$ cat config.mk
export PLATFORM = sky130hd
export DESIGN_NAME = force_reg_bank
export DESIGN_NICKNAME = d
export VERILOG_FILES = /design/src/rtl/force_reg_bank.sv
export SDC_FILE = /design/constraint.sdc
export NUM_CORES = 1
export LEC_CHECK = 0
export BUFFER_PORTS_ARGS = -buffer_cell sky130_fd_sc_hd__buf_2
export CAP_MARGIN = 20
export CORE_UTILIZATION = 58
export DETAILED_ROUTE_END_ITERATION = 8
export HOLD_SLACK_MARGIN = 0.1
export PLACE_DENSITY_LB_ADDON = 0.12
export RECOVER_POWER = 50
export SYNTH_ARGS = -nofsm -noshare
export SYNTH_HDL_FRONTEND = slang
export SYNTH_SLANG_ARGS = --single-unit
$ cat constraint.sdc
create_clock -name clk -period 18.83 [get_ports clk]
set_input_delay 3.766 -clock clk [delete_from_list [all_inputs] [get_ports clk]]
set_output_delay 3.766 -clock clk [all_outputs]
set_load 0.02 [all_outputs]
$ cat src/rtl/force_reg_bank.sv
// Multi-slot force packet holding bank: buffers packets from the force pipeline and
// presents one at a time to write-back in round-robin slot order.
module force_reg_bank #(
    parameter int unsigned NUM_SLOTS         = 4,
    parameter int unsigned F_WIDTH           = 96,
    parameter int unsigned CELL_ID_WIDTH     = 3,
    parameter int unsigned PARTICLE_ID_WIDTH = 8,
    parameter int unsigned CID_WIDTH         = 3 * CELL_ID_WIDTH,
    parameter int unsigned PARID_WIDTH       = PARTICLE_ID_WIDTH,
    parameter int unsigned PKT_WIDTH         = F_WIDTH + CID_WIDTH + PARID_WIDTH
) (
    input  logic                               clk,
    input  logic                               rst,
    input  logic                               i_select,
    input  logic [F_WIDTH-1:0]                 i_force,
    input  logic [CID_WIDTH-1:0]               i_nb_cid,
    input  logic [PARID_WIDTH-1:0]             i_nb_parid,
    output logic                               o_in_ready,
    output logic                               o_valid,
    output logic [PKT_WIDTH-1:0]               o_reg,
    input  logic                               i_release_select,
    input  logic                               i_flush,
    output logic [$clog2(NUM_SLOTS+1)-1:0]     o_occupancy,
    output logic                               o_overflow
);

    localparam int unsigned PTR_W = $clog2(NUM_SLOTS);
    localparam int unsigned OCC_W = $clog2(NUM_SLOTS + 1);

    logic [PKT_WIDTH-1:0] slot_data_q [NUM_SLOTS];
    logic [PKT_WIDTH-1:0] slot_data_d [NUM_SLOTS];
    logic [NUM_SLOTS-1:0] slot_vld_q, slot_vld_d;
    logic [PTR_W-1:0]     rr_ptr_q, rr_ptr_d;
    logic [OCC_W-1:0]     occ_q, occ_d;
    logic                 ovf_q, ovf_d;

    logic [PTR_W-1:0]     head_c;
    logic                 head_found_c;
    logic [PTR_W-1:0]     free_c;
    logic                 free_found_c;
    logic                 full_c;
    logic                 any_c;
    logic                 wr_acc_c;
    logic                 rel_acc_c;
    logic [PKT_WIDTH-1:0] in_pkt_c;

    assign full_c   = &slot_vld_q;
    assign any_c    = |slot_vld_q;
    assign in_pkt_c = {i_force, i_nb_cid, i_nb_parid};

    // Head: first valid slot scanning upward from rr_ptr (wraps since NUM_SLOTS is 2^n).
    always_comb begin
        head_c       = '0;
        head_found_c = 1'b0;
        for (int i = 0; i < int'(NUM_SLOTS); i++) begin
            if (!head_found_c && slot_vld_q[rr_ptr_q + PTR_W'(i)]) begin
                head_c       = rr_ptr_q + PTR_W'(i);
                head_found_c = 1'b1;
            end
        end
    end

    // Write target: lowest free slot.
    always_comb begin
        free_c       = '0;
        free_found_c = 1'b0;
        for (int i = 0; i < int'(NUM_SLOTS); i++) begin
            if (!free_found_c && !slot_vld_q[i]) begin
                free_c       = PTR_W'(i);
                free_found_c = 1'b1;
            end
        end
    end

    // Readiness is judged on pre-edge state, so a release never makes room for a same-cycle write.
    assign wr_acc_c  = i_select & ~full_c;
    assign rel_acc_c = i_release_select & any_c;

    always_comb begin
        slot_data_d = slot_data_q;
        slot_vld_d  = slot_vld_q;
        rr_ptr_d    = rr_ptr_q;
        occ_d       = occ_q;
        ovf_d       = ovf_q;
        if (i_flush) begin
            for (int i = 0; i < int'(NUM_SLOTS); i++) begin
                slot_data_d[i] = '0;
            end
            slot_vld_d = '0;
            rr_ptr_d   = '0;
            occ_d      = '0;
            ovf_d      = 1'b0;
        end else begin
            if (rel_acc_c) begin
                slot_vld_d[head_c]  = 1'b0;
                slot_data_d[head_c] = '0;
                rr_ptr_d            = head_c + PTR_W'(1);
            end
            // A valid head is never the free slot, so both updates can coexist.
            if (wr_acc_c) begin
                slot_vld_d[free_c]  = 1'b1;
                slot_data_d[free_c] = in_pkt_c;
            end
            if (i_select && full_c) begin
                ovf_d = 1'b1;
            end
            case ({wr_acc_c, rel_acc_c})
                2'b10:   occ_d = occ_q + OCC_W'(1);
                2'b01:   occ_d = occ_q - OCC_W'(1);
                default: occ_d = occ_q;
            endcase
        end
    end

    always_ff @(posedge clk or posedge rst) begin
        if (rst) begin
            for (int i = 0; i < int'(NUM_SLOTS); i++) begin
                slot_data_q[i] <= '0;
            end
            slot_vld_q <= '0;
            rr_ptr_q   <= '0;
            occ_q      <= '0;
            ovf_q      <= 1'b0;
        end else begin
            slot_data_q <= slot_data_d;
            slot_vld_q  <= slot_vld_d;
            rr_ptr_q    <= rr_ptr_d;
            occ_q       <= occ_d;
            ovf_q       <= ovf_d;
        end
    end

    assign o_in_ready  = ~full_c;
    assign o_valid     = any_c;
    assign o_reg       = any_c ? slot_data_q[head_c] : '0;
    assign o_occupancy = occ_q;
    assign o_overflow  = ovf_q;

endmodule

==> results.py <==
metrics = {
    "global_route": {
        "grt-ovfl-total": 0,
        "grt_max_degree": 139,
        "grt_pass1_vias": 16531,
        "grt_pass1_wl_um": 93900,
        "grt_use_total": 0.339,
        "antenna_found_initial": 14,
    },
    "synthesis": {
        "syn_nets": 1870,
        "yosysUniqueCellTypes": 42,
        "syn_area_mm2": 0.0198,
        "syn_area_per_cell_um2": 11.3,
        "syn_inst": 1751,
        "yosys_most_used_dff": "dfrtp_1",
        "ys_warn_count": 0,
        "synth_compound_area_frac": 0.291,
        "async_flop_share": 1.00,
        "yosys.area.top_type": "dfrtp_1",
        "ys_seq_area_frac": 0.585,
        "synthXorXnorAreaFrac": 0.00133,
        "synthAdderAreaFrac": 0.00101,
        "synth_simple_gate_area_frac": 0.0754,
        "ys_top_cells_by_area": "dfrtp_1 59%, a22o_1 15%, o221ai_1 5.1%, nand2_1 4.4%, a22oi_1 4.3%",
        "synthMuxAreaShare": 0.000507,
        "synth_top_area_frac": 0.585,
        "synth-edff-count": 0,
        "ys_ff_latch": 462,
        "synth_top_family_by_area": "compound AO/OA/AOI/OAI gates",
    },
    "floorplanning": {
        "fp.dieH_um": 187,
        "start_util": 0.589,
        "core_area_mm2": 0.0335,
        "die-area_mm2": 0.0348,
        "rows": 67,
        "ioPinCount": 237,
        "die_w_um": 187,
    },
    "sta": {
        "fmax_ghz": 0.0961,
        "period_share": 0.553,
        "drv_slew": 624,
        "final.min_clock_period_ps": 10400,
        "skew_ps": 14.3,
        "hold_viol_final": 0,
        "fin_tns_setup_ps": 0,
        "setup_violations": 0,
        "slew_headroom": -3.11,
        "rsz0062_at_grt": "false",
        "finalWorstSetupSlack_ps": 8430,
        "tightest_slew_ps": 6140,
    },
    "cells_and_area": {
        "regArea_mm2": 0.0116,
        "nets": 1995,
        "final_cell_mix": "462 x dfrtp_1, 338 x a22o_1, 231 x buf_2, 230 x nand2_1, 130 x nor2_1",
        "drive_gt1_frac": 0.180,
        "fillers": 2606,
        "layout_commonest_cell": "dfrtp_1",
        "area_delta_synth_final_pct": 14.4,
        "multi_input_area_mm2": 0.00742,
    },
    "clock_network": {
        "cts_sinks": 462,
        "clk_latency_ps": 560,
        "cts_made_buffers": 48,
        "cts-root-buf": "clkbuf_16",
        "cts_tree": "yes",
        "cts_setup_buffers": 0,
        "clk_pin_slew_ps": 60,
        "post_cts_resized": 0,
        "cts_htree_levels": 2,
        "cts_buffer_depth": 3,
        "cts_hold_buf": 0,
    },
    "placed_design": {
        "gp_congestion": 0.791,
        "pre_cts_ws_ps": 11640,
        "hpwl_um": 29500,
        "io_buffer_count": 236,
    },
    "drt": {
        "drtPass1Iterations": 8,
        "drc_errors": 0,
        "wl_um": 59500,
        "antenna_left": 0,
        "drtIter0Drc": 1897,
        "wire_per_inst_um": 25.1,
        "vias": 16428,
        "avgViaCountPerCell": 6.94,
    },
    "worst_setup_path": {
        "cp_data_arrival_time_ps": 11000,
        "critPathKind": "primary input to async pin",
        "cpPeakStageDelay_ps": 3400,
        "end_kind": "async pin",
        "cp_cell_sequence": "buf_2 -> clkinvlp_2 -> clkbuf_1 -> buf_4",
        "start_kind": "primary input",
        "worst-path-buf-inv": 4,
        "critical_path.slowest_cell": "clkinvlp_2",
        "path_max_fanout": 138,
        "critPathTopFamily": "buffers and inverters",
        "worstPathRequired_ps": 19420,
    },
    "outcome": {
        "violations": "max-capacitance violations, max-slew violations",
        "outcome": "finished with violations",
    },
    "power": {
        "ir_drop_uv": 80.0,
        "power_density_mw_per_mm2": 101,
        "leakage_nw": 10.4,
        "total_power_mw": 2.28,
    },
    "hold_path": {
        "hold_class": "register to register",
    },
    "flow_run": {
        "maxCapViolations": 9,
    },
}
worst paths after layout:
kind                               endpoint  cells past startpoint  slack, ps              from
setup / recovery           slot_data_q[137]                      4       8430               rst
hold / removal             slot_data_q[437]                      1        500  slot_data_q[437]
setup reg to reg           slot_data_q[228]                      4      14530     slot_vld_q[0]
hold reg to reg            slot_data_q[437]                      1        500  slot_data_q[437]
max in group clk           slot_data_q[392]                      5       9920           i_flush
min in group asynchronous  slot_data_q[208]                      2       5150               rst
per-layer routing:
layer | up-vias | routed length [um] | part of all wire | global-route usage
li1 | 6934 | - | - | -
met1 | 8438 | 25000 | 0.42 | 0.486
met2 | 927 | 27500 | 0.46 | 0.517
met3 | 115 | 5590 | 0.094 | 0.0717
met4 | 14 | 1290 | 0.022 | 0.114
met5 | - | 78 | 0.0013 | 0
worst reg2reg max path: stages, from the launching register on:
cell and delay (ps):
dfrtp_1 640, inv_1 230, nor3_1 280, clkbuf_1 2650, a22o_1 420
final cells by class:
cell class / count / area share
Tap cell: 448 / 0.0248
Antenna cell: 6 / 0.000665
Clock inverter: 16 / 0.0102
Multi-Input combinational cell: 1093 / 0.329
Sequential cell: 462 / 0.512
Clock buffer: 70 / 0.0626
Inverter: 7 / 0.00122
Timing Repair Buffer: 264 / 0.0601
per-stage QoR:
stage	hold slack [ps]	area (um2)	util	instances
global route	506	22600	0.674	2365
finish	499	22600	0.674	2366
global placement	482	21000	0.626	2274
floorplan	466	19800	-	1751
detailed placement	481	21000	0.626	2274
CTS	502	22600	0.675	2360
synthesized netlist by cell type, drive strengths merged (2+ instances only):
master / n
dfrtp: 462
a22o: 338
nand2: 232
nor2: 131
o221ai: 115
a31oi: 114
a22oi: 113
clkbuf: 97
buf: 92
a21oi: 11
inv: 7
nor3: 5
o21bai: 4
nor2b: 3
nand3: 2
nand4: 2
nor3b: 2
or3: 2
xnor2: 2
sequential cells by signal, indices dropped and copies added, names as in the netlist:
register	count
slot_data_q	452
slot_vld_q	4
o_occupancy	3
rr_ptr_q	2
o_overflow	1
where the power goes:
group / switching, mW / internal [mW] / leakage, nW
clock network: 0.388 / 0.601 / 0.819
registers: 0.0206 / 1.02 / 6.37
logic: 0.171 / 0.0796 / 3.22
cell families (layout without fill, tap and decap cells):
kind of cell    Yosys count  after routing
compound gates          707            707
flops                   462            462
simple gates            381            381
buf+inv                 196            357
xor+xnor                  3              3
fa+ha+maj                 1              1
mux                       1              1
other cells               0              6
No activity file was read; power rests on OpenSTA's default activity.
